===== src/rtl/if_fetch_pkg.sv =====
// Shared types and constants for the instruction-fetch stage.
//   INST_NOP      : instruction word loaded into IF/ID when no valid word exists
//   if_state_e    : fetch FSM states (BOOT, RUN, STALL, DRAIN)
//   fetch_word_t  : one fetched slot {pc, inst} (plus misalign flag when
//                   IF_ALIGN_CHECK_EN is defined), used by IF/ID and the skid
package if_fetch_pkg;

  localparam logic [31:0] INST_NOP = 32'h0000_0000;

  typedef enum logic [1:0] {
    IF_BOOT  = 2'd0,
    IF_RUN   = 2'd1,
    IF_STALL = 2'd2,
    IF_DRAIN = 2'd3
  } if_state_e;

  typedef struct packed {
`ifdef IF_ALIGN_CHECK_EN
    logic        misalign;
`endif
    logic [31:0] pc;
    logic [31:0] inst;
  } fetch_word_t;

endpackage


===== src/rtl/if_fetch_if.sv =====
// Instruction ROM bus between the fetch stage and a synchronous ROM.
//   inst_ce    : read enable, one read per asserted cycle
//   inst_addr  : byte address
//   inst_rdata : read data, valid the cycle after inst_ce=1
// master = fetch stage, slave = ROM.
interface if_fetch_if;

  logic        inst_ce;
  logic [31:0] inst_addr;
  logic [31:0] inst_rdata;

  modport master (output inst_ce, output inst_addr, input  inst_rdata);
  modport slave  (input  inst_ce, input  inst_addr, output inst_rdata);

endinterface


===== src/rtl/if_fetch_skid_buf.sv =====
// if_skid_buf: 1-entry holding register for a fetched slot that arrives
// while the decode stage is stalled.
//   clk, rst  : clock, synchronous active-low reset
//   load_i    : capture data_i (takes priority over unload_i)
//   unload_i  : release the held entry
//   data_i    : incoming slot
//   valid_o   : entry held
//   data_o    : held slot
module if_skid_buf
  import if_fetch_pkg::*;
(
  input  logic        clk,
  input  logic        rst,
  input  logic        load_i,
  input  logic        unload_i,
  input  fetch_word_t data_i,
  output logic        valid_o,
  output fetch_word_t data_o
);

  logic        valid_q, valid_d;
  fetch_word_t data_q,  data_d;

  always_comb begin
    valid_d = valid_q;
    data_d  = data_q;
    if (load_i) begin
      valid_d = 1'b1;
      data_d  = data_i;
    end else if (unload_i) begin
      valid_d = 1'b0;
    end
  end

  always_ff @(posedge clk) begin
    if (!rst) begin
      valid_q <= 1'b0;
      data_q  <= '0;
    end else begin
      valid_q <= valid_d;
      data_q  <= data_d;
    end
  end

  assign valid_o = valid_q;
  assign data_o  = data_q;

endmodule


===== src/rtl/if_fetch.sv =====
// if_fetch: instruction-fetch stage. Owns the PC, issues reads to a
// synchronous ROM and drives the IF/ID register into decode. MIPS
// delay-slot semantics: the word in flight when a redirect is taken is
// always delivered, and the redirect costs no bubble.
//   clk, rst          : clock, synchronous active-low reset
//   rom               : ROM bus (inst_ce / inst_addr / inst_rdata)
//   stall_i           : decode holds its instruction this cycle
//   branch_flag_i     : redirect for the instruction on pc_o/inst_o
//   target_address_i  : redirect target
//   pc_o, inst_o      : IF/ID register (inst_o = 0 when no valid word)
//   valid_o           : IF/ID holds a fetched instruction
//   fetch_misalign_o  : only with IF_ALIGN_CHECK_EN; slot came from a
//                       misaligned address and was not sent to the ROM
module if_fetch
  import if_fetch_pkg::*;
#(
  parameter logic [31:0] RESET_PC = 32'h8000_0000,
  parameter logic [31:0] PC_STEP  = 32'd4
) (
  input  logic              clk,
  input  logic              rst,
  if_fetch_if.master        rom,
  input  logic              stall_i,
  input  logic              branch_flag_i,
  input  logic [31:0]       target_address_i,
  output logic [31:0]       pc_o,
  output logic [31:0]       inst_o,
  output logic              valid_o
`ifdef IF_ALIGN_CHECK_EN
  ,
  output logic              fetch_misalign_o
`endif
);

  if_state_e   state_q, state_d;
  logic [31:0] fetch_pc_q, fetch_pc_d;
  logic        req_valid_q, req_valid_d;
  logic [31:0] req_pc_q, req_pc_d;
  logic        redir_pend_q, redir_pend_d;
  logic [31:0] redir_tgt_q, redir_tgt_d;
  fetch_word_t ifid_q, ifid_d;
  logic        valid_q, valid_d;
`ifdef IF_ALIGN_CHECK_EN
  logic        req_mis_q, req_mis_d;
`endif

  logic        issue, misalign;
  logic [31:0] addr;
  fetch_word_t resp, skid_data;
  logic        skid_load, skid_unload, skid_valid;

  // Issue path and PC mux
  always_comb begin
    issue = rst && (state_q == IF_RUN) && !stall_i;
    addr  = redir_pend_q  ? redir_tgt_q :
            branch_flag_i ? target_address_i : fetch_pc_q;
`ifdef IF_ALIGN_CHECK_EN
    misalign = (addr[1:0] != 2'b00);
`else
    misalign = 1'b0;
`endif
  end

  assign rom.inst_ce   = issue && !misalign;
  assign rom.inst_addr = addr;

  // Returned slot; a misaligned slot is delivered as a nop without a ROM read
  always_comb begin
    resp.pc   = req_pc_q;
    resp.inst = rom.inst_rdata;
`ifdef IF_ALIGN_CHECK_EN
    resp.misalign = req_mis_q;
    if (req_mis_q) resp.inst = INST_NOP;
`endif
  end

  // Issue stops the cycle stall_i rises, so at most one word ever needs parking.
  assign skid_load   = req_valid_q && stall_i;
  assign skid_unload = (state_q == IF_DRAIN) && !stall_i && skid_valid;

  if_skid_buf u_skid (
    .clk      (clk),
    .rst      (rst),
    .load_i   (skid_load),
    .unload_i (skid_unload),
    .data_i   (resp),
    .valid_o  (skid_valid),
    .data_o   (skid_data)
  );

  always_comb begin
    state_d      = state_q;
    fetch_pc_d   = fetch_pc_q;
    req_valid_d  = issue;
    req_pc_d     = req_pc_q;
    redir_pend_d = redir_pend_q;
    redir_tgt_d  = redir_tgt_q;
    ifid_d       = ifid_q;
    valid_d      = valid_q;
`ifdef IF_ALIGN_CHECK_EN
    req_mis_d    = req_mis_q;
`endif

    case (state_q)
      IF_BOOT:  state_d = IF_RUN;
      IF_RUN:   if (stall_i) state_d = IF_STALL;
      IF_STALL: if (!stall_i) state_d = skid_valid ? IF_DRAIN : IF_RUN;
      IF_DRAIN: state_d = stall_i ? IF_STALL : IF_RUN;
      default:  state_d = IF_BOOT;
    endcase

    if (issue) begin
      fetch_pc_d   = addr + PC_STEP;
      req_pc_d     = addr;
      redir_pend_d = 1'b0;
`ifdef IF_ALIGN_CHECK_EN
      req_mis_d    = misalign;
`endif
    end else if (branch_flag_i && !stall_i) begin
      // No slot to steer this cycle: remember the target for the next issue.
      redir_pend_d = 1'b1;
      redir_tgt_d  = target_address_i;
    end

    // While the skid is held outside DRAIN (stall release cycle) IF/ID keeps
    // its word so the skid word follows it in order.
    if (!stall_i) begin
      if (req_valid_q) begin
        ifid_d  = resp;
        valid_d = 1'b1;
      end else if (skid_unload) begin
        ifid_d  = skid_data;
        valid_d = 1'b1;
      end else if (!skid_valid) begin
        ifid_d.inst = INST_NOP;
`ifdef IF_ALIGN_CHECK_EN
        ifid_d.misalign = 1'b0;
`endif
        valid_d = 1'b0;
      end
    end
  end

  always_ff @(posedge clk) begin
    if (!rst) begin
      state_q      <= IF_BOOT;
      fetch_pc_q   <= RESET_PC;
      req_valid_q  <= 1'b0;
      req_pc_q     <= '0;
      redir_pend_q <= 1'b0;
      redir_tgt_q  <= '0;
      ifid_q       <= '0;
      valid_q      <= 1'b0;
`ifdef IF_ALIGN_CHECK_EN
      req_mis_q    <= 1'b0;
`endif
    end else begin
      state_q      <= state_d;
      fetch_pc_q   <= fetch_pc_d;
      req_valid_q  <= req_valid_d;
      req_pc_q     <= req_pc_d;
      redir_pend_q <= redir_pend_d;
      redir_tgt_q  <= redir_tgt_d;
      ifid_q       <= ifid_d;
      valid_q      <= valid_d;
`ifdef IF_ALIGN_CHECK_EN
      req_mis_q    <= req_mis_d;
`endif
    end
  end

  assign pc_o    = ifid_q.pc;
  assign inst_o  = ifid_q.inst;
  assign valid_o = valid_q;
`ifdef IF_ALIGN_CHECK_EN
  assign fetch_misalign_o = ifid_q.misalign;
`endif

endmodule

===== src/flat_wrapper.sv =====
// flat-port wrapper written by rule: the top's interface ports become plain ports
module if_fetch_flat import if_fetch_pkg::*;
#(
  parameter logic [31:0] RESET_PC = 32'h8000_0000,
  parameter logic [31:0] PC_STEP  = 32'd4
)
  (clk, rst, stall_i, branch_flag_i, target_address_i, pc_o, inst_o, valid_o, rom_inst_ce, rom_inst_addr, rom_inst_rdata);
  if_fetch_if rom_i ();
  input  logic clk;
  input  logic rst;
  input  logic stall_i;
  input  logic branch_flag_i;
  input  logic [31:0] target_address_i;
  output logic [31:0] pc_o;
  output logic [31:0] inst_o;
  output logic valid_o;
  output wire logic [$bits(rom_i.inst_ce)-1:0] rom_inst_ce;
  output wire logic [$bits(rom_i.inst_addr)-1:0] rom_inst_addr;
  input wire logic [$bits(rom_i.inst_rdata)-1:0] rom_inst_rdata;
  assign rom_inst_ce = rom_i.inst_ce;
  assign rom_inst_addr = rom_i.inst_addr;
  assign rom_i.inst_rdata = rom_inst_rdata;
  if_fetch #(.RESET_PC(RESET_PC), .PC_STEP(PC_STEP)) u_core (.clk(clk), .rst(rst), .rom(rom_i), .stall_i(stall_i), .branch_flag_i(branch_flag_i), .target_address_i(target_address_i), .pc_o(pc_o), .inst_o(inst_o), .valid_o(valid_o));
endmodule

===== config.mk =====
export PLATFORM = sky130hd
export DESIGN_NAME = if_fetch_flat
export DESIGN_NICKNAME = d
export VERILOG_FILES = /design/src/rtl/if_fetch_pkg.sv /design/src/rtl/if_fetch_if.sv /design/src/rtl/if_fetch_skid_buf.sv /design/src/rtl/if_fetch.sv /design/src/flat_wrapper.sv
export SDC_FILE = /design/constraint.sdc
export NUM_CORES = 1
export LEC_CHECK = 0
export ABC_AREA = 1
export BUFFER_PORTS_ARGS = -buffer_cell sky130_fd_sc_hd__buf_4
export CELL_PAD_IN_SITES_DETAIL_PLACEMENT = 1
export CELL_PAD_IN_SITES_GLOBAL_PLACEMENT = 2
export CORE_MARGIN = 5
export CORE_UTILIZATION = 28
export DETAILED_ROUTE_END_ITERATION = 7
export GPL_ROUTABILITY_DRIVEN = 0
export GPL_TIMING_DRIVEN = 0
export HOLD_SLACK_MARGIN = 0.02
export PLACE_DENSITY_LB_ADDON = 0.08
export SLEW_MARGIN = 20
export SYNTH_ARGS = -nofsm -noshare
export SYNTH_HDL_FRONTEND = slang
export SYNTH_SLANG_ARGS = --single-unit

===== constraint.sdc =====
create_clock -name clk -period 2 [get_ports clk]
set_input_delay 0.4 -clock clk [delete_from_list [all_inputs] [get_ports clk]]
set_output_delay 0.4 -clock clk [all_outputs]
set_load 0.005 [all_outputs]

Yosys cells after proc, flatten, opt, wreduce, memory -nomap -nowiden --
Cells that the tools add are included.
Storage, ports and cells: register bits 230
Cells by class: eq/ne operators 6, reduce and logical (&&, ||, !) cells 15, bitwise gates (word level) 3, muxes and demuxes 16, add/sub/neg operators 1
Operators with widths (count):
- 32-bit two-way mux | 5
- 64-bit two-way mux | 1
- 32-bit by 3-bit adder with 32-bit output, second input constant | 1
- 2-bit two-way mux | 4
- 2-bit case mux with 4 select lines | 1
- 2-bit AND reduction | 4
- 1-bit logical AND | 6
- 1-bit two-way mux | 5
- 2-bit == test, second input constant | 2
- 2-bit inequality test, second input constant | 2
- 2-bit nonzero test | 2
- 3-bit by 1-bit inequality test with 1-bit output, second input constant | 1
- 1-bit NOT | 3
- 2-bit by 1-bit == test with 1-bit output, second input constant | 1
- 2-bit zero test | 1
- 2-bit OR reduction | 1
- 1-bit zero test | 1

Longest topological paths before layout --
Gate-level depths: netlist of run 1.
word-level depth 5, depth in mapped cells 17

Modules after synthesis --
Synthesis of run 1 repeated with hierarchy kept, for this count alone.
Second synthesis, totals: cell total of the unflattened synthesis 1443, area, all modules 10129.7 um^2
By module, submodules not included:
- if_fetch | area an instance 7837.5 um^2, cells each 1160, times used 1, sequential area each 3263.1 um^2
- if_skid_buf | area an instance 2292.2 um^2, cells each 283, times used 1, sequential area each 1301.2 um^2

Least setup slack after synthesis of run 1 --
OpenSTA, ideal clock, no wires.
path kind in2reg, start point in branch_flag_i, end point reg u_core.fetch_pc_q[20], required time 1.883 ns, slack -0.014 ns, arrival 1.897 ns, cell stages on the path 14, path through buf_6 -> buf_6 -> nand2_1 -> nand3_1 -> o21ai_1 -> inv_1 -> ha_1 -> nand3_1 -> nor2_1 -> nand3_4 -> nor2_2 -> nand2_1 -> nor2_1 -> o21ai_1
Between the ends: longest elaborated chain between the ends 3
Ends and longest elaborated chain:
- from (decl) | line flat_wrapper.sv:12 | input logic branch_flag_i;
- 32-bit two-way mux | line if_fetch.sv:56 | branch_flag_i ? target_address_i : fetch_pc_q;
- 32-bit two-way mux | line if_fetch.sv:55 | addr = redir_pend_q ? redir_tgt_q :
- net rom_inst_addr[2] | line flat_wrapper.sv:18 | output wire logic [$bits(rom_i.inst_addr)-1:0] rom_inst_addr;
- 32-bit by 3-bit adder with 32-bit output | line if_fetch.sv:113 | fetch_pc_d = addr + PC_STEP;
- to (signal assigned) | line if_fetch.sv:159 | fetch_pc_q <= fetch_pc_d;
- to (decl) | line if_fetch.sv:36 | logic [31:0] fetch_pc_q, fetch_pc_d;
The timed path passes the listed nets, and every way through them passes these cells. A chain may end at the register's enable or synchronous reset.

Worst setup path in the final report of run 1 --
start point reg u_core.redir_pend_q, end point out rom_inst_addr[31]
Between the ends: longest elaborated chain between the ends 1
Ends and longest elaborated chain:
- from (decl) | line if_fetch.sv:39 | logic redir_pend_q, redir_pend_d;
- from (signal assigned) | line if_fetch.sv:162 | redir_pend_q <= redir_pend_d;
- 32-bit two-way mux | line if_fetch.sv:55
- to (decl) | line flat_wrapper.sv:18
No other way between the ends.

==> summary by stage, run 1 <==
CTS
The CTS tree is done. After clock tree synthesis, the clock-pin slew on the worst setup and hold paths is 0.06 ns. The level count of the clock H-tree is 1. The worst-skew pair later-pin latency is 0.56 ns. The count of hold buffers inserted by post-cts repair is 0. The clock net sink count is 228. The number of CTS-inserted buffers is 29.

No sink is reached through more buffers than the 3 on the longest clock path. The root buffer cell chosen for the clock tree is clkbuf_16.

Status
The flow ran to the end, but the final reports show violations. The checks that failed: negative setup slack.

Logic synthesis
The count of synthesis-stage warnings from yosys is 0. The post-synthesis register bit count is 228. Sequential cells were found to cover 44.6% of the synthesized design area. The number of distinct library cells after synthesis is 37. The net count after synthesis is 1542. After synthesis the cells add up to ~10000 um^2. Each instance of the synthesized netlist takes up on average 6.95 um^2. The cell count after synthesis is approximately 1.5k.

STA
Clock skew on the completed layout was measured at roughly 0.014 ns. The clock period minus worst slack is 2.12 ns. The number of endpoints with negative hold slack in the final report is 0.

For the pin with the worst max-slew slack, the measured transition is 0.816 ns. Derived from the worst setup path, the maximum achievable clock frequency is between 0.4 and 0.5 GHz. Setup repair after global routing could not meet its margin everywhere.

The final setup violation count is 29. Across all setup checks in the final design, the least slack found is -0.121 ns. The relative slew slack is 45.6%. The max-slew violation total from the final report came to 0. The final critical-path share of the clock period is 106%. Adding up every negative setup slack in the final design gives -1.44 ns.

Drt
The via count normalized by instance count is 4.81. For this block, the initial DRC count from the detailed router was 327. The number of routed nets with antenna violations is 0.

The number of vias in the routed layout is around 11k. The number of remaining DRC errors is 0. The average detailed-routed wire length per instance is about 19 um. The overall routed net length is ~42 mm.

The number of search-and-repair iterations in the first detailed-routing pass is 4.

Min path
The type of the tightest min-delay check is primary input to flip-flop.

Global routing
The first global-routing pass estimated 64.7 mm of wire. The via count of the first global-routing pass came to 11.1k. In this run the most used layer during global routing was met2. The number of antenna violations at the first check in global routing is 0.

In the global route stage, met3 resource usage came out at 2.77%. Entering global routing, the biggest net connects 16 pins. In the global route stage, overall resource usage came out at 19.9%. The global-route met2 utilization is 35.6%.

The met1 demand-to-capacity share in global routing is 25.8%. The total global routing overflow is 0.

Critical path
The most critical setup path has its startpoint at u_core.redir_pend_q$_SDFFE_PP0P_. The critical path launch point type is a flip-flop. The required arrival time at the worst endpoint is 1.60 ns.

The capture point of the worst reg-to-reg path is u_core.fetch_pc_q[16]$_SDFFE_PN0P_. Counting cells, the worst reg-to-reg path comes to 12. The largest fanout on the critical path is 6. At the worst endpoint, the arrival time is between 1.5 and 2 ns. The setup slack on the worst flop-to-flop path is -0.07 ns. The launch instance of the worst register-to-register path is u_core.redir_pend_q$_SDFFE_PP0P_. STA classifies the critical path endpoint as a primary output. The type of the worst setup path is flip-flop to primary output. The critical path ends at rom_inst_addr[31].

Pwr
Of the total power, the share spent switching nets is 27.4%. Combinational logic is responsible for 15.1% of the overall power. Across the VDD grid, the largest voltage drop is 0.647 mV. The internal portion of the total power is 8.73 mW.

Of the total power, the clock network draws 44.4%. The analysis attributes to cell leakage a power of 5.93 nW. Power spread over the standard cell area amounts to 850 nW/um^2.

The overall power consumption is ~12 mW. The net switching power of the design is 3.30 mW. The register share of total power is around two fifths.

Placed design
The count of buffers added on input and output ports is about 160. Detailed placement ended at an HPWL of 30.5 mm. The standard cell area after detailed placement is 12000 um^2.

Run
Across the run, the number of max-cap violations was 0.

Die
The vertical extent of the die is 201 um. The region available for standard cell placement spans 36300 um^2. Row generation in the floorplan step produced 70 rows.

The area of the die is ~40000 um^2. The horizontal die dimension is 201 um. The initial cell density of the core is between 20% and 30%. The number of ports placed on the die boundary is 166.

Cells and area
The layout-stage area growth over the synthesis result is 38.3%. Leaving out fill and tap cells, the most frequent cell in the layout is nand2_1. The share of layout cells above drive strength 1 is 26.9%. In the layout the commonest cells are 346 x nand2_1, 225 x dfxtp_1, 203 x buf_4. In the final design database the tool counted 1786 nets. The number of antenna diodes in the final layout is 0. The layout filler cell count is ~4.5k.

The final cell area excluding filler cells is roughly 14000 um^2.
synth_stat cells, drive strengths merged:
cell	number	share of area [%]
clkbuf	69	2.5
buf	29	2.1
a22o	1	0.086
xor2	1	0.086
dfxtp	228	45
nand2	409	16
or2	18	1.1
a21boi	2	0.15
nor3	32	1.6
nand3	50	2.6
a211oi	18	1.3
a21oi	89	4.4
a31oi	34	2.1
inv	69	2.6
clkinv	2	0.073
a32o	1	0.098
nand4	7	0.43
o31ai	1	0.073
ha	1	0.12
o21ai	207	10
nor2	205	8.4
power groups by stage:
stage               Clock [mW]  Sequential (mW)  Combinational [mW]
floorplan                    0             4.94               0.784
finish                    5.34             4.88                1.82
detailed placement           0             4.97                1.49
CTS                       5.50             4.88                1.75
global placement             0             4.97                1.48
global route              5.66             4.91                2.00
cell type report:
class                      count  area (um^2)  area share, %
sequential                   228         4570           32.3
multi-input combinational   1076         5420           38.3
buffer                        95          577           4.07
tap                          468          586           4.14
timing repair buffer         216         1740           12.3
inverter                      71          289           2.04
clock inverter                 7         75.1          0.530
clock buffer                  45          906           6.40
cells by family (layout without fill, tap and decap cells):
logic type / Yosys count / in the layout / synth area share, %
adder cells (fa/ha/maj): 1 / 1 / 0.122
XOR/XNOR: 1 / 1 / 0.0856
buffers and inverters: 169 / 434 / 7.32
flip-flops: 228 / 228 / 44.6
AND/OR/NAND/NOR: 721 / 721 / 29.6
AO/OA/AOI/OAI: 353 / 353 / 18.3
critical path: stages, from the launching register on:
cell,delay [ns]
dfxtp_4,0.38
inv_8,0.05
buf_8,0.13
buf_12,0.13
buf_12,0.12
o21ai_4,0.15
inv_2,0.08
buf_6,0.12
flip-flops by register name, summed over array words and instances, names as in the netlist:
name and flops:
u_core.redir_tgt_q 32, u_core.redir_pend_q 1, u_core.req_pc_q 30, u_core.inst_o 32, u_core.pc_o 32, u_core.req_valid_q 1
u_core.valid_o 1, u_core.u_skid.valid_o 1, u_core.u_skid.data_o 64, u_core.state_q 2, u_core.fetch_pc_q 32
worst min path at each step:
| stage | from | endpoint | slack (ns) | depth (start not counted) |
|---|---|---|---|---|
| 4_1_cts | target_address_i[9] | u_core.redir_tgt_q[9]$_SDFFE_PN0P_ | 0.05 | 3 |
| 3_5_place_dp | u_core.fetch_pc_q[30]$_SDFFE_PN0P_ | u_core.fetch_pc_q[30]$_SDFFE_PN0P_ | 0.44 | 2 |
| 6_report | target_address_i[9] | u_core.redir_tgt_q[9]$_SDFFE_PN0P_ | 0.07 | 3 |
| 5_1_grt | target_address_i[18] | u_core.redir_tgt_q[18]$_SDFFE_PN0P_ | 0.06 | 3 |
| 2_1_floorplan | u_core.fetch_pc_q[30]$_SDFFE_PN0P_ | u_core.fetch_pc_q[30]$_SDFFE_PN0P_ | 0.43 | 2 |
| 3_3_place_gp | u_core.u_skid.data_o[23]$_SDFFE_PN0P_ | u_core.u_skid.data_o[23]$_SDFFE_PN0P_ | 0.44 | 2 |
metrics by stage:
stage	setup WS (ns)	std cells	hold WS [ns]	util, %
after floorplan	-0.000389	1473	0.426	-
after global placement	-0.674	2104	0.440	33.1
after detailed placement	-0.699	2104	0.444	33.1
after CTS	-0.150	2193	0.0491	38.0
after global routing	-0.185	2206	0.0620	39.0
final	-0.121	2206	0.0652	39.0
routing by layer:
metal / wire (um) / vias up
li1: - / 5325
met1: 19300 / 5074
met2: 20300 / 166
met3: 1320 / 43
met4: 702 / 0
met5: 0 / -
what timing repair did:
item / 4_1_cts / 5_1_grt
setup endpoints to repair: 113 / 185
pin swaps: 19 / 42
buffers inserted: 36 / 15
cloned: 2 / 0
gates resized for setup: 129 / 96
(Power assumes the default switching activity.)
==> run 2, diff against run 1 <==
--- a/config.mk
+++ b/config.mk
@@ -9,7 +9,6 @@
 export BUFFER_PORTS_ARGS = -buffer_cell sky130_fd_sc_hd__buf_4
 export CELL_PAD_IN_SITES_DETAIL_PLACEMENT = 1
 export CELL_PAD_IN_SITES_GLOBAL_PLACEMENT = 2
-export CORE_MARGIN = 5
 export CORE_UTILIZATION = 28
 export DETAILED_ROUTE_END_ITERATION = 7
 export GPL_ROUTABILITY_DRIVEN = 0
==> run 2 against run 1 <==
The run ends with design-rule violations, negative setup slack left. First-iteration DRC count grew 52%. Register-to-register slack lost 0.04 ns. Global-route usage grew 2.3 points. Cell area grew 3.7%. Critical path type unchanged. Highest routed layer unchanged.
==> summary by stage, run 2 (synthesis results as in run 1) <==
STA
The final critical-path share of the clock period is 108% (+1.5 points). The post-route worst setup slack came to -0.151 ns (-0.0301 ns). Setup repair after global routing could not meet its margin everywhere. The relative slew slack is 44.0% (-1.6 points). The sum of negative setup slack is -1.47 ns (-0.0277 ns). The maximum clock frequency was 0.465 GHz (-1.4%). The final setup violation count is 22 (-24%). The clock period minus worst slack is 2.15 ns (+0.0301 ns). The worst clock skew is 0.0107 ns (-0.00339 ns). The number of endpoints with negative hold slack in the final report is 0 (unchanged). The max-slew violation total from the final report came to 0 (unchanged). The worst-margin pin slew is 0.840 ns (+0.0242 ns).

Global routing
The total global routing overflow is 0 (unchanged). The via count of the first global-routing pass was 11.0k (-0.87%). The global routing usage summed across all routing layers is 22.2% (+2.3 points).

The wire length of the first global-routing pass was 65.1 mm (+0.62%). The number of antenna violations at the first check in global routing came to 0 (unchanged). The pin count of the biggest net entering global routing is 16 (unchanged).

Die
The number of ports placed on the die boundary is 166 (unchanged). The initial cell density of the core is 28.6% (+0.48 points). The area of the die is 37300 um^2 (-7.8%). The vertical extent of the die is 193 um (-4.0%). The cell row count is 69 (-1.4%). The horizontal die dimension is 193 um (-4.0%).

The core outline area is 35700 um^2 (-1.7%).

Status
The flow ran to the end, but the final reports show violations. The checks that failed: design-rule violations, negative setup slack.

Placed design
The quantity of I/O buffers inserted on ports came to 163 (unchanged). The standard cell area after detailed placement is 12000 um^2 (about the same). The HPWL reported at the end of detailed placement came to 30.0 mm (-1.7%).

Drt
The average detailed-routed wire length per instance is 19.0 um (+0.83%). The number of search-and-repair iterations in the first detailed-routing pass is 7 (+3). The iteration-0 DRC count of the detailed router came to 497 (+52%).

The via count normalized by instance count was 4.83 (+0.50%). The number of remaining DRC errors was 12 (+12). The number of vias in the routed layout is 10.7k (+1.3%). The number of routed nets with antenna violations is 0 (unchanged). The overall routed net length is 42.3 mm (+1.6%).

CTS
The clock slew seen by the registers of the worst setup and hold paths is 0.06 ns (about the same). The level count of the clock H-tree is 1 (unchanged). The largest buffer count on any clock path came to 3 (unchanged). The count of hold buffers inserted by post-cts repair is 0 (unchanged). The CTS tree is done.

The number of CTS-inserted buffers is 28 (-3.4%). The tree is rooted in a clkbuf_16. The worst-skew pair later-pin latency is 0.56 ns (about the same). The clock net sink count is 228 (unchanged).

Pwr
The cell-internal power came to 8.93 mW (+2.2%). The switching share of power is 27.6% (+0.20 points). The net switching power of the design is 3.41 mW (+3.2%). The combinational group share of total power is 16.2% (+1.1 points). The total leakage power is 6.20 nW (+4.6%). The overall power consumption is 12.3 mW (+2.5%).

The power density over the cells is 840 nW/um^2 (-1.2%). The register share of total power was 39.6% (-1.0 points). The clock network power share came to 44.2% (-0.2 points).

The worst-case vdd ir drop is 0.670 mV (+3.7%).

Critical path
The type of the worst setup path is flip-flop to primary output. The setup slack on the worst flop-to-flop path came to -0.11 ns (-0.04 ns). The required arrival time at the worst endpoint was 1.60 ns (about the same).

STA classifies the critical path startpoint as a flip-flop. The launching instance or port of the critical path is u_core.redir_pend_q$_SDFFE_PP0P_. The worst endpoint data arrival time came to 1.75 ns (+0.03 ns). The largest fanout on the critical path is 8 (+2). The capturing element type of the critical path is a primary output. The launch instance of the worst register-to-register path is u_core.redir_pend_q$_SDFFE_PP0P_.

Cells and area
The library cell used most frequently in the layout, excluding fill and tap cells, is nand2_1. The share of the core filled with cells in the final layout was 41.1% (+2.1 points). The layout filler cell count was 4419 (-2.8%). The share of layout cells above drive strength 1 came to 30.0% (+3.1 points). The number of antenna repair diodes is 0 (unchanged). In the layout the commonest cells are 326 x nand2_1, 226 x dfxtp_1, 222 x buf_4.

The net count of the finished layout is 1811 (+1.4%). Compared with the post-synthesis result, the final layout area differs by 43.4%. The flip-flop count of the largest register, all copies and words added is 64 (unchanged). The final cell area excluding filler cells was 14700 um^2 (+3.7%).

Run
The max-cap check violation count came to 0 (unchanged).

Min path
The worst hold path startpoint is target_address_i[9]. The path class of the tightest hold or removal check is primary input to flip-flop.
run 2: final timing paths:
kind / endpoint / depth (start not counted)
max: rom_inst_addr[31] / 7
min reg2reg: u_core.fetch_pc_q[29]$_SDFFE_PN0P_ / 2
max reg2reg: u_core.fetch_pc_q[31]$_SDFFE_PN1P_ / 16
min: u_core.redir_tgt_q[9]$_SDFFE_PN0P_ / 3
run 2: layer usage:
layer	up-vias	global-route usage [%]	wire length, um
li1	5359	-	-
met1	5162	29.1	19600
met2	178	38.7	20500
met3	49	2.75	1370
met4	0	4.92	898
met5	-	0	0
run 2: repair_timing:
| action | CTS | global route |
|---|---|---|
| buffers inserted | 49 | 25 |
| endpoints found under the setup margin | 90 | 132 |
| cloned | 3 | 2 |
| gates resized for setup | 154 | 139 |
| pin swaps | 31 | 45 |
run 2: metrics by stage:
| step | setup slack, ns | std cells | hold WS, ns |
|---|---|---|---|
| after floorplan | -0.000389 | 1473 | 0.426 |
| after global placement | -0.724 | 2097 | 0.441 |
| after detailed placement | -0.723 | 2097 | 0.441 |
| after CTS | -0.156 | 2200 | 0.0583 |
| after global routing | -0.196 | 2224 | 0.0636 |
| final | -0.151 | 2224 | 0.0715 |
run 2: power by group through the flow:
stage / Clock [mW] / Combinational [mW] / Sequential (mW)
floorplan: 0 / 0.784 / 4.94
global placement: 0 / 1.48 / 4.97
detailed placement: 0 / 1.50 / 4.97
CTS: 5.60 / 1.83 / 4.88
global route: 5.76 / 2.17 / 4.91
finish: 5.45 / 2.00 / 4.88
run 2: layout make-up:
cell class | instances | area, um^2 | area share [%]
Clock inverter | 15 | 203 | 1.38
Buffer | 96 | 607 | 4.13
Clock buffer | 36 | 791 | 5.39
Multi-Input combinational cell | 1076 | 5650 | 38.5
Timing Repair Buffer | 241 | 2000 | 13.6
Inverter | 71 | 284 | 1.94
Sequential cell | 228 | 4570 | 31.1
Tap cell | 461 | 577 | 3.93
run 2: critical path, cell delays in order, from the launching register on:
cell and delay [ns]:
dfxtp_4 0.38, inv_8 0.05, buf_12 0.14, buf_12 0.13, buf_12 0.13, o21ai_4 0.15
inv_2 0.08, buf_6 0.12
==> run 3, diff against run 2 <==
--- a/config.mk
+++ b/config.mk
@@ -7,9 +7,7 @@
 export LEC_CHECK = 0
 export ABC_AREA = 1
 export BUFFER_PORTS_ARGS = -buffer_cell sky130_fd_sc_hd__buf_4
-export CELL_PAD_IN_SITES_DETAIL_PLACEMENT = 1
-export CELL_PAD_IN_SITES_GLOBAL_PLACEMENT = 2
-export CORE_UTILIZATION = 28
+export CORE_UTILIZATION = 51
 export DETAILED_ROUTE_END_ITERATION = 7
 export GPL_ROUTABILITY_DRIVEN = 0
 export GPL_TIMING_DRIVEN = 0
==> run 3 against run 2 <==
The run ends with negative setup slack left. Register-to-register slack better by 0.11 ns. Sequential power hardly changed. Cell count is 12% lower. Count of clock-buffer cells in the layout is 9 lower. Flip-flop and latch count stayed put. Worst hold slack better by 0.025 ns. Power is 5.7% lower. Critical path depth stayed put. Clock skew is 0.0032 ns lower. Clock power is 5.3% lower. Sequential share of layout area is 3.2 points higher. Non-clock buffer count is 56 lower. Largest power group unchanged.
==> summary by stage, run 3 (synthesis results as in run 1) <==
Critical path
The signal on the critical path passes through inv_6, buf_8, buf_8, buf_8, o21ai_4, inv_2, buf_6. The critical path launch point type is a flip-flop. The largest fanout on the critical path is 6 (-2). The type of the worst setup path is flip-flop to primary output. The required arrival time at the worst endpoint is 1.60 ns (about the same). The capturing element type of the critical path is a primary output. The worst endpoint data arrival time is 1.70 ns (-0.05 ns).

The dominant delay contributor by cell family on the critical path is buffers and inverters. The combined buffer and inverter count along the critical path came to 6 (unchanged). The cell repeated most along the worst path is buf_8. The delay of the slowest cell on the worst path is 0.38 ns (about the same). The critical-path cell with the highest stage delay is dfxtp_4.

Placed design
The HPWL reported at the end of detailed placement is 22.5 mm (-25%). The quantity of I/O buffers inserted on ports is 163 (unchanged). The standard cell area after detailed placement is 11800 um^2 (-2.0%).

Pwr
The cell-internal power was 8.55 mW (-4.2%). The net switching power of the design was 3.08 mW (-9.6%). The clock network power share is 44.3% (about the same). The overall power consumption is 11.6 mW (-5.7%).

The switching share of power is 26.5% (-1.1 points). The total leakage power is 5.58 nW (-9.9%). The worst-case vdd ir drop is 0.665 mV (-0.82%). The power density over the cells is 875 nW/um^2 (+4.1%). The register share of total power was 41.9% (+2.3 points). The combinational group share of total power is 13.7% (-2.5 points).

Global routing
The met1 demand-to-capacity share in global routing came to 42.9% (+14 points). The met3 usage came to 3.73% (+0.98 points). The number of antenna violations at the first check in global routing is 0 (unchanged). The global-route met2 utilization is 50.7% (+12 points). The global routing usage summed across all routing layers is 31.2% (+9.0 points).

The via count of the first global-routing pass is 9655 (-12%). The pin count of the biggest net entering global routing is 15 (-1). The total global routing overflow is 0 (unchanged).

The wire length of the first global-routing pass was 50.6 mm (-22%). In this run the most used layer during global routing was met2.

STA
The clock period minus worst slack is 2.10 ns (-0.0519 ns). The sum of negative setup slack is -0.406 ns (+1.06 ns). The final critical-path share of the clock period is 105% (-2.6 points). Setup repair after global routing could not meet its margin everywhere. The maximum clock frequency is 0.476 GHz (+2.5%). The worst-margin pin slew is 0.780 ns (-0.0604 ns). The max-slew violation total from the final report is 0 (unchanged). The number of endpoints with negative hold slack in the final report is 0 (unchanged).

The relative slew slack is 48.0% (+4.0 points). The worst clock skew is 0.00749 ns (-0.00316 ns). The final setup violation count is 14 (-36%). The post-route worst setup slack came to -0.0991 ns (+0.0519 ns).

Status
The final reports fail on negative setup slack. The run finished, with violations left.

CTS
The worst-skew pair later-pin latency is 0.53 ns (-0.03 ns). The number of CTS-inserted buffers came to 25 (-11%). The largest buffer count on any clock path was 3 (unchanged). The CTS tree is done.

The level count of the clock H-tree is 1 (unchanged). The clock net sink count is 228 (unchanged). The clock slew seen by the registers of the worst setup and hold paths is 0.07 ns (about the same). The root buffer cell chosen for the clock tree is clkbuf_16.

Drt
The average detailed-routed wire length per instance is 16.4 um (-14%). The number of routed nets with antenna violations came to 0 (unchanged). The number of search-and-repair iterations in the first detailed-routing pass is 5 (-2). The number of remaining DRC errors is 0 (-12). The number of vias in the routed layout was 10.6k (-0.97%).

The overall routed net length is 32.3 mm (-24%). The iteration-0 DRC count of the detailed router is 924 (+86%). The via count normalized by instance count is 5.41 (+12%).

Min path
The type of the tightest min-delay check is primary input to flip-flop.

Cells and area
The final cell area excluding filler cells is 13300 um^2 (-9.4%). Leaving out fill and tap cells, the most frequent cell in the layout is nand2_1. The number of antenna repair diodes is 0 (unchanged). The top cell types in the final layout, fill and taps aside, are 360 x nand2_1, 227 x dfxtp_1, 185 x o21ai_0. The flip-flop count of the largest register, all copies and words added came to 64 (unchanged).

The share of the core filled with cells in the final layout was 67.9% (+27 points). The share of layout cells above drive strength 1 is 23.0% (-7.0 points). The layout-stage area growth over the synthesis result is 29.9%. The net count of the finished layout was 1752 (-3.3%).

Die
The initial cell density of the core is 52.3% (+24 points). The number of ports placed on the die boundary was 166 (unchanged). The horizontal die dimension is 144 um (-26%). The vertical extent of the die is 144 um (-26%). The core outline area is 19600 um^2 (-45%). The cell row count is 51 (-26%). The area of the die is 20600 um^2 (-45%).

Run
The max-cap check violation count is 0 (unchanged).
run 3: changes by cell type in the layout (fill, tap and decap cells not counted), sizes merged:
| cell | before | now |
|---|---|---|
| inv | 70 | 72 |
| clkbuf | 107 | 96 |
| clkinvlp | 1 | 6 |
| bufinv | 4 | 6 |
| clkinv | 11 | 6 |
| bufbuf | 2 | 0 |
| buf | 264 | 212 |
run 3: final timing paths:
kind / to / cells past startpoint / start / slack [ns]
max: rom_inst_addr[31] / 7 / u_core.redir_pend_q$_SDFFE_PP0P_ / -0.1
min: u_core.redir_tgt_q[13]$_SDFFE_PN0P_ / 3 / target_address_i[13] / 0.1
max reg2reg: u_core.fetch_pc_q[16]$_SDFFE_PN0P_ / 13 / u_core.redir_pend_q$_SDFFE_PP0P_ / 0
min reg2reg: u_core.u_skid.data_o[26]$_SDFFE_PN0P_ / 2 / u_core.u_skid.data_o[26]$_SDFFE_PN0P_ / 0.45
run 3: power groups by stage:
stage                     logic (mW)  clock network [mW]  registers [mW]
after floorplan                0.784                   0            4.94
after global placement          1.36                   0            4.96
after detailed placement        1.38                   0            4.97
after CTS                       1.50                5.17            4.87
after global routing            1.74                5.37            4.90
final                           1.60                5.16            4.88
run 3: repair_timing:
action,4_1_cts,5_1_grt
pin swaps,10,20
setup endpoints to repair,47,101
gates resized for setup,66,79
setup buffers,15,6
hold buffers,0,0
run 3: worst register-to-register path: cells and delay by family (launching register included):
kind                       cells  cell delay (ns)
DFF                            1             0.38
buffers and inverters          2             0.34
and+or+nand+nor                9             0.95
AOI/OAI and AO/OA              1             0.12
adders and majority gates      1             0.16
run 3: area by class of cell:
class                   instances  area (um^2)
plain buffers                  97          553
clock buffers                  27          653
multi-input cells            1076         5210
clock inverters                19          268
inverters                      71          287
fillers                      1720         6290
flip-flops and latches        228         4570
well taps                     265          332
repair buffers                184         1420
run 3: routing by layer:
layer	vias to the layer above	part of all wire, %
li1	5261	-
met1	4848	44
met2	454	45
met3	81	7.7
met4	0	3.0
met5	-	0
run 3: metrics by stage:
| stage | setup slack [ns] | hold slack, ns | instances |
|---|---|---|---|
| floorplan | -0.000389 | 0.426 | 1473 |
| global placement | -0.489 | 0.439 | 1901 |
| detailed placement | -0.519 | 0.439 | 1901 |
| CTS | -0.103 | 0.0955 | 1961 |
| global route | -0.119 | 0.111 | 1967 |
| finish | -0.0991 | 0.0964 | 1967 |
